### config.mk
export PLATFORM = sky130hd
export DESIGN_NAME = lc3_interrupt_controller
export DESIGN_NICKNAME = d
export VERILOG_FILES = /design/src/rtl/lc3_interrupt_controller.sv
export SDC_FILE = /design/constraint.sdc
export NUM_CORES = 1
export LEC_CHECK = 0
export ABC_AREA = 1
export CORE_UTILIZATION = 31
export CTS_CLUSTER_SIZE = 8
export DETAILED_ROUTE_END_ITERATION = 8
export DONT_BUFFER_PORTS = 1
export PLACE_DENSITY_LB_ADDON = 0.1
export SLEW_MARGIN = 20
export SYNTH_ARGS = -nofsm -noshare
export SYNTH_HDL_FRONTEND = slang
export SYNTH_SLANG_ARGS = --single-unit
### constraint.sdc
create_clock -name i_CLK -period 6.1 [get_ports i_CLK]
set_input_delay 0.915 -clock i_CLK [delete_from_list [all_inputs] [get_ports i_CLK]]
set_output_delay 0.915 -clock i_CLK [all_outputs]
set_load 0.02 [all_outputs]
### src/rtl/lc3_interrupt_controller.sv
// lc3_interrupt_controller
//   Priority interrupt arbiter for the LC-3 microsequencer. Level requests
//   are masked by per-source enables and by the current PSR priority. The
//   highest-priority candidate wins, with ties going to the lowest index. The
//   winner's vector and priority are held stable until the microcode
//   acknowledges. Each acknowledge is followed by a fixed holdoff window.
//
// Ports
//   i_CLK       system clock, rising edge
//   i_Reset     synchronous active-high reset
//   i_IRQ       level request per source
//   i_IE        per-source interrupt enable
//   i_Src_Pri   3-bit priority per source, source k in [3k+2:3k]
//   i_PSR_Pri   current PSR priority
//   i_INT_Ack   microcode "take interrupt" pulse
//   o_INT       interrupt pending (registered)
//   o_INTV      vector of pending / last-taken interrupt (registered)
//   o_INT_Pri   priority of pending / last-taken interrupt (registered)
//   o_Ack_Src   one-hot one-cycle pulse naming the acknowledged source
//   o_Busy      high while pending or in holdoff
module lc3_interrupt_controller #(
    parameter int         N_SRC       = 4,
    parameter logic [7:0] VEC_BASE    = 8'h80,
    parameter int         ACK_HOLDOFF = 4
) (
    input  logic               i_CLK,
    input  logic               i_Reset,
    input  logic [N_SRC-1:0]   i_IRQ,
    input  logic [N_SRC-1:0]   i_IE,
    input  logic [3*N_SRC-1:0] i_Src_Pri,
    input  logic [2:0]         i_PSR_Pri,
    input  logic               i_INT_Ack,
    output logic               o_INT,
    output logic [7:0]         o_INTV,
    output logic [2:0]         o_INT_Pri,
    output logic [N_SRC-1:0]   o_Ack_Src,
    output logic               o_Busy
);

    localparam int IW = (N_SRC > 1) ? $clog2(N_SRC) : 1;

    typedef enum logic [1:0] {IDLE, PEND, HOLDOFF} state_t;

    state_t           state, state_next;
    logic [2:0]       src_pri [N_SRC];
    logic [N_SRC-1:0] cand;
    logic             any_cand;
    logic [IW-1:0]    win_idx;
    logic [2:0]       win_pri;
    logic [IW-1:0]    lat_idx;
    logic [3:0]       cnt;
    logic             lat_ok;
    logic             take_ack;
    logic             latch;
    logic             int_next;
    logic [N_SRC-1:0] ack_next;

    // Candidate set and winner. The scan runs from the top index down and
    // uses >=, so on a tie the lower index replaces the higher one.
    always_comb begin
        any_cand = 1'b0;
        win_idx  = '0;
        win_pri  = '0;
        for (int k = 0; k < N_SRC; k++) begin
            src_pri[k] = i_Src_Pri[3*k +: 3];
            cand[k]    = i_IRQ[k] & i_IE[k] & (src_pri[k] > i_PSR_Pri);
        end
        for (int k = N_SRC - 1; k >= 0; k--) begin
            if (cand[k] && (!any_cand || src_pri[k] >= win_pri)) begin
                any_cand = 1'b1;
                win_idx  = IW'(k);
                win_pri  = src_pri[k];
            end
        end
    end

    // Acknowledge beats withdrawal, and withdrawal beats preemption.
    // Re-latching occurs on withdrawal (if another candidate exists) or on
    // strict preemption.
    assign lat_ok   = cand[lat_idx];
    assign take_ack = (state == PEND) && i_INT_Ack;
    assign latch    = ((state == IDLE) && any_cand) ||
                      ((state == PEND) && !i_INT_Ack && any_cand &&
                       (!lat_ok || (win_pri > o_INT_Pri)));

    // State register
    always_ff @(posedge i_CLK) begin
        if (i_Reset) state <= IDLE;
        else         state <= state_next;
    end

    // Next-state logic
    always_comb begin
        state_next = state;
        case (state)
            IDLE:    if (any_cand) state_next = PEND;
            PEND: begin
                if (i_INT_Ack)                 state_next = HOLDOFF;
                else if (!lat_ok && !any_cand) state_next = IDLE;
            end
            HOLDOFF: if (cnt == 4'd0) state_next = IDLE;
            default: state_next = IDLE;
        endcase
    end

    // Output logic (next values of the registered outputs)
    always_comb begin
        int_next = (state_next == PEND);
        ack_next = '0;
        if (take_ack) ack_next[lat_idx] = 1'b1;
    end

    assign o_Busy = (state != IDLE);

    always_ff @(posedge i_CLK) begin
        if (i_Reset) begin
            o_INT     <= 1'b0;
            o_INTV    <= 8'h00;
            o_INT_Pri <= 3'd0;
            o_Ack_Src <= '0;
            lat_idx   <= '0;
            cnt       <= 4'd0;
        end else begin
            o_INT     <= int_next;
            o_Ack_Src <= ack_next;
            if (latch) begin
                lat_idx   <= win_idx;
                o_INTV    <= VEC_BASE + 8'(win_idx);
                o_INT_Pri <= win_pri;
            end
            // Loaded with ACK_HOLDOFF-1 so that the dwell, including the
            // cycle in which the counter reads zero, is ACK_HOLDOFF cycles.
            if (take_ack)
                cnt <= 4'(ACK_HOLDOFF - 1);
            else if ((state == HOLDOFF) && (cnt != 4'd0))
                cnt <= cnt - 4'd1;
        end
    end

endmodule

# Word level (Yosys, flattened, before mapping)
# Cells that the tools add are included.
[totals] output_inout_bits=17 elab_cells=84 in_bits=26 register_bits=24
[classes] n_mux=23 n_eq_ne=3 reduce_logical=29 n_bitwise=9 addsub=2 magnitude_cmp=10
[op_table] operator="two-way mux 2 bit" n=10
[op_table] operator="> comparator 3 bit" n=5
[op_table] operator="two-way mux 3 bit" n=4
[op_table] operator="logical AND 1 bit" n=11
[op_table] operator=">= comparator 3 bit" n=3
[op_table] operator="adder 8 x 2 -> 8 bit, first input constant" n=1
[op_table] operator="bitwise AND 1 bit" n=8
[op_table] operator="zero test 1 bit" n=6
[op_table] operator="two-way mux 1 bit" n=6
[op_table] operator="case mux 2 bit (3 select lines)" n=1
[op_table] operator="logical OR 1 bit" n=5
[op_table] operator="equality test 2 x 1 -> 1 bit, second input constant" n=2
[op_table] operator="zero test 4 bit" n=1
[op_table] operator="nonzero test 2 bit" n=2
[op_table] operator="nonzero test 4 bit" n=1
[op_table] operator="OR reduction 2 bit" n=2
[op_table] operator="subtractor 4 x 1 -> 4 bit, second input constant" n=1
[op_table] operator="< comparator 2 x 3 -> 1 bit, second input constant" n=1
[op_table] operator="binary-select mux 1 bit (select 2 bit)" n=1
[op_table] operator="demux 1 bit (select 2 bit)" n=1
[op_table] operator="equality test 2 bit, second input constant" n=1
[op_table] operator=">= comparator 2 x 1 -> 1 bit, second input constant" n=1
[op_table] operator="zero test 2 bit" n=1
[op_table] operator="inverter 1 bit" n=1

# Logic depth before layout (Yosys ltp)
[logic_depth] word_depth=21 mapped_depth=45 ltp_nobuf=45

# Worst setup path after synthesis
# Ideal clock, no wire load.
[synth_timing] kind="input -> register" startpoint="in i_PSR_Pri[2]" endpoint="reg o_INT_Pri[0]" setup_slack_ns=0.464 required_time_ns=5.988 path_buffers=0 stages=43 setup_ns=0.112 t_arrival_ns=5.524 cell_sequence="inv_1 -> ha_1 -> nand2_1 -> nand2_1 -> inv_2 -> nand2_4 -> nand2_4 -> nor2_1 -> inv_1 -> ha_1 -> and3_1 -> nor2_1 -> nand2_1 -> nand2_2 -> nand2_1 -> nand2_1 -> inv_1 -> ha_1 -> (+7 left out) -> ha_1 -> inv_1 -> a21boi_0 -> o21ai_0 -> nand3_1 -> nand2_2 -> inv_2 -> nand2_1 -> nand2_1 -> ha_1 -> and3_1 -> a21oi_1 -> o21bai_2 -> nand2_4 -> nand2_4 -> inv_6 -> nor2_2 -> nor2_2"
[synth_between] elab_chain_len=19 elab_cells_between_ends=37 cone_classes="order compare (8); mux (10); bitwise (4); reduce/logical (15)"
[synth_lines] element="start, declared" line="31" rtl="input logic [2:0] i_PSR_Pri,"
[synth_lines] element="> comparator 3 bit" line="66" rtl="cand[k] = i_IRQ[k] & i_IE[k] & (src_pri[k] > i_PSR_Pri);"
[synth_lines] element="bitwise AND 1 bit" line="66"
[synth_lines] element="two-way mux 3 bit / two-way mux 1 bit (equally long branches)" line="69" rtl="if (cand[k] && (!any_cand || src_pri[k] >= win_pri)) begin"
[synth_lines] element=">= comparator 3 bit / zero test 1 bit (equally long branches)" line="69"
[synth_lines] element="logical OR 1 bit" line="69"
[synth_lines] element="logical AND 1 bit" line="69"
[synth_lines] element="two-way mux 3 bit / two-way mux 1 bit (equally long branches)" line="69"
[synth_lines] element=">= comparator 3 bit / zero test 1 bit (equally long branches)" line="69"
[synth_lines] element="(+4 left out)"
[synth_lines] element="logical OR 1 bit" line="69"
[synth_lines] element="logical AND 1 bit" line="69"
[synth_lines] element="two-way mux 3 bit (*)" line="69"
[synth_lines] element="via win_pri[2]" line="49" rtl="logic [2:0] win_pri;"
[synth_lines] element="> comparator 3 bit (*)" line="84" rtl="(!lat_ok || (win_pri > o_INT_Pri)));"
[synth_lines] element="logical OR 1 bit (*)" line="84"
[synth_lines] element="logical AND 1 bit (*)" line="83" rtl="((state == PEND) && !i_INT_Ack && any_cand &&"
[synth_lines] element="logical OR 1 bit (*)" line="82" rtl="assign latch = ((state == IDLE) && any_cand) ||"
[synth_lines] element="end signal, assigned" line="129" rtl="o_INT_Pri <= win_pri;"
[synth_lines] element="end, declared" line="35" rtl="output logic [2:0] o_INT_Pri,"
# Mark *: on every way through the listed nets, which the timed path passes. The rest lies on a longest branch. The select of a mux whose other input is x is not followed.
# A chain may end at the register's enable or synchronous reset.

# Worst setup path in the final report
[layout_timing] startpoint="in i_PSR_Pri[1]" endpoint="reg o_INT_Pri[2]"
# The elaborated chain is that of the path after synthesis.

==> out/results.ini <==
[clock_tree]
clk_pin_slew_ns = 0.06
worstSkewPairLatency_ns = 0.25
numCtsBuffers = 3
htreeDepth = 1
ctsRootBufferMaster = clkbuf_8
cts.sinks = 17
cts_hold_buf = 0
cts_tree = done
clock_tree.buffer_depth = 2

[worst_hold_path]
hold_path_class = flop to flop

[worst_setup_path]
worst_ep_required_time_ns = 6.25
worstPathArrival_ns = 5.78
critical_path.slowest_cell = ha_1
critPathMaxFanout = 6
crit_type = primary input to flop
endpoint_kind = flop
crit_path_max_incr_delay_ns = 0.31
startpoint_type = primary input

[detailed_routing]
routed_wl_microns = 3862
viasPerCell = 4.456
dr.pass1.iters = 4
antenna_left = 0
wl_per_cell_microns = 11.29
drc_errors = 0
drt_iter0_drc = 54
vias = 1524

[timing]
drv_slew = 0
finalHoldViolCount = 0
fmax_ghz = 0.1774
period_needed_ns = 5.635
skew_ns = 0.001237
grt_setup_unrepaired = no
fin_ws_ns = 0.4646
finalSetupViolCount = 0
fin_crit_sh_pct = 92.38

[place]
port_buffers = 0
pre_cts_slack_ns = -0.03838
hpwl_microns = 3211
place.gp.congestion = 0.7468

[pwr]
switchingPower_mw = 0.1512
pwr_density_cell_nw_per_um2 = 193.7
seq_power_share_pct = 37.3
p_comb_share_pct = 41.0
switching_share_pct = 39.50
clockPowerShare_pct = 21.8
p_total_mw = 0.3827
p_leak_nw = 1.033
vdd_ir_drop_max_uv = 69.94
power.internal_mw = 0.2316

[final_layout]
final_layout_size_suffix_gt1_share_pct = 20.74
final_net_count = 322
final_util_pct = 36.10
n_antenna_cell = 0
area_growth_syn_to_layout_pct = 12.46
n_fill_cell = 633

[floorplan]
start_util_pct = 32.10
coreArea_sq_um = 5473
chipWidth_microns = 77.28
die_area_sq_um = 5971
ios = 43
fp.dieH_microns = 77.28
rows = 27

[logic_synthesis]
syn_area_sq_um = 1757
yosys_warnings = 0
yosys_register_bits = 17
synth-edff-count = 0
synthCells = 263
yosysTopAreaCell = dfxtp_1
synthArstFlopShare_pct = 0
synth_top_area_share_pct = 19.37
yosys_most_used_dff = dfxtp_1
synth_area_leaders = dfxtp_1 19%, ha_1 18%, nand2_1 11%
syn_area_per_cell_sq_um = 6.679
synthDistinctLibCells = 30
seq_area_frac_synth_pct = 19.37

[grt]
grt_remaining_overflow = 0
grt_pass1_vias = 1413
grt_max_degree = 10
grt_use_total_pct = 13.09
antenna_found_initial = 0
grt_pass1_wl_microns = 6272

[job]
cap_violations = 0

[outcome]
status = completed

## worst max-delay path, delay by kind of cell
kind,cells,cell delay [ns]
simple gates,23,2.27
fa+ha+maj,5,1.45
compound gates,6,0.69
buf+inv,7,0.45
## layout make-up
cell class,instances,area [sq um],area share [%]
multi-input combinational,192,1264,63.96
inverter,53,206.4,10.45
tap,72,90.09,4.560
clock buffer,4,45.04,2.280
sequential,17,340.3,17.23
timing repair buffer,4,30.03,1.520
## cells in the mapped netlist (4+ instances only)
master,n
inv_2,4
nand2_2,7
nand2_1,53
ha_1,25
nand2_4,5
nor2_2,12
nor3_1,4
buf_4,5
nand3_1,29
a21oi_1,6
nor2_1,21
inv_1,46
dfxtp_1,17
nand3b_1,5
## cells by family (layout without fill, tap and decap cells)
logic type	Yosys count	after routing	synth area share, %
other	1	5	0.2135
adders and majority gates	25	25	17.81
DFF	17	17	19.37
buffers and inverters	58	61	13.89
AOI/OAI and AO/OA	14	14	4.914
xor gates and xnor gates	1	1	0.4987
and+or+nand+nor	147	147	43.31
## final timing paths
path | start | endpoint | slack, ns | cells past startpoint
hold / removal | cnt[0] | cnt[0] | 0.47 | 2
setup / recovery | i_PSR_Pri[1] | o_INT_Pri[2] | 0.46 | 41
hold reg to reg | cnt[0] | cnt[0] | 0.47 | 2
setup reg to reg | o_INT_Pri[1] | o_INT_Pri[2] | 4.33 | 10
## cell usage in the layout, fill, tap and decap left out, drive strengths merged
| cell | count |
|---|---|
| nand2 | 65 |
| inv | 52 |
| nor2 | 35 |
| nand3 | 33 |
| ha | 25 |
| dfxtp | 17 |
| a21oi | 8 |
| nand3b | 5 |
| conb | 5 |
| nor3 | 5 |
| buf | 4 |
| o21ai | 4 |
| clkbuf | 4 |
| and3 | 3 |
| a21boi | 1 |
| and2 | 1 |
| o21bai | 1 |
| clkinv | 1 |
| xor2 | 1 |
## sequential cells by signal (all words and copies together), names as in the netlist
signal,flops
o_INT_Pri,3
cnt,4
state,2
lat_idx,1
o_INT,1
o_Ack_Src,4
o_INTV,2
## what timing repair did
action	4_1_cts	5_1_grt
setup buffers	0	1
gates resized for setup	0	16
setup endpoints to repair	0	6
## stage by stage
stage	std cells	hold slack, ns	cell area (sq um)	setup TNS [ns]
5_1_grt	342	0.4930	1976	0
4_1_cts	341	0.4800	1892	0
2_1_floorplan	267	0.4374	1772	0
3_5_place_dp	337	0.4692	1847	-0.1627
6_report	342	0.4735	1976	0
3_3_place_gp	337	0.4497	1847	0
## power by group through the flow
stage | Combinational [mW] | Clock [mW] | Sequential, mW
finish | 0.157 | 0.0834 | 0.143
detailed placement | 0.146 | 0 | 0.146
CTS | 0.148 | 0.0873 | 0.143
floorplan | 0.125 | 0 | 0.142
global placement | 0.149 | 0 | 0.146
global route | 0.179 | 0.0931 | 0.145
## per-layer routing
layer	wire length, microns	GRT usage (%)	vias up
li1	-	-	829
met1	1920	17.36	660
met2	1688	20.80	33
met3	238	4.524	2
met4	14	1.698	0
met5	0	0	-
(Power assumes the default switching activity.)
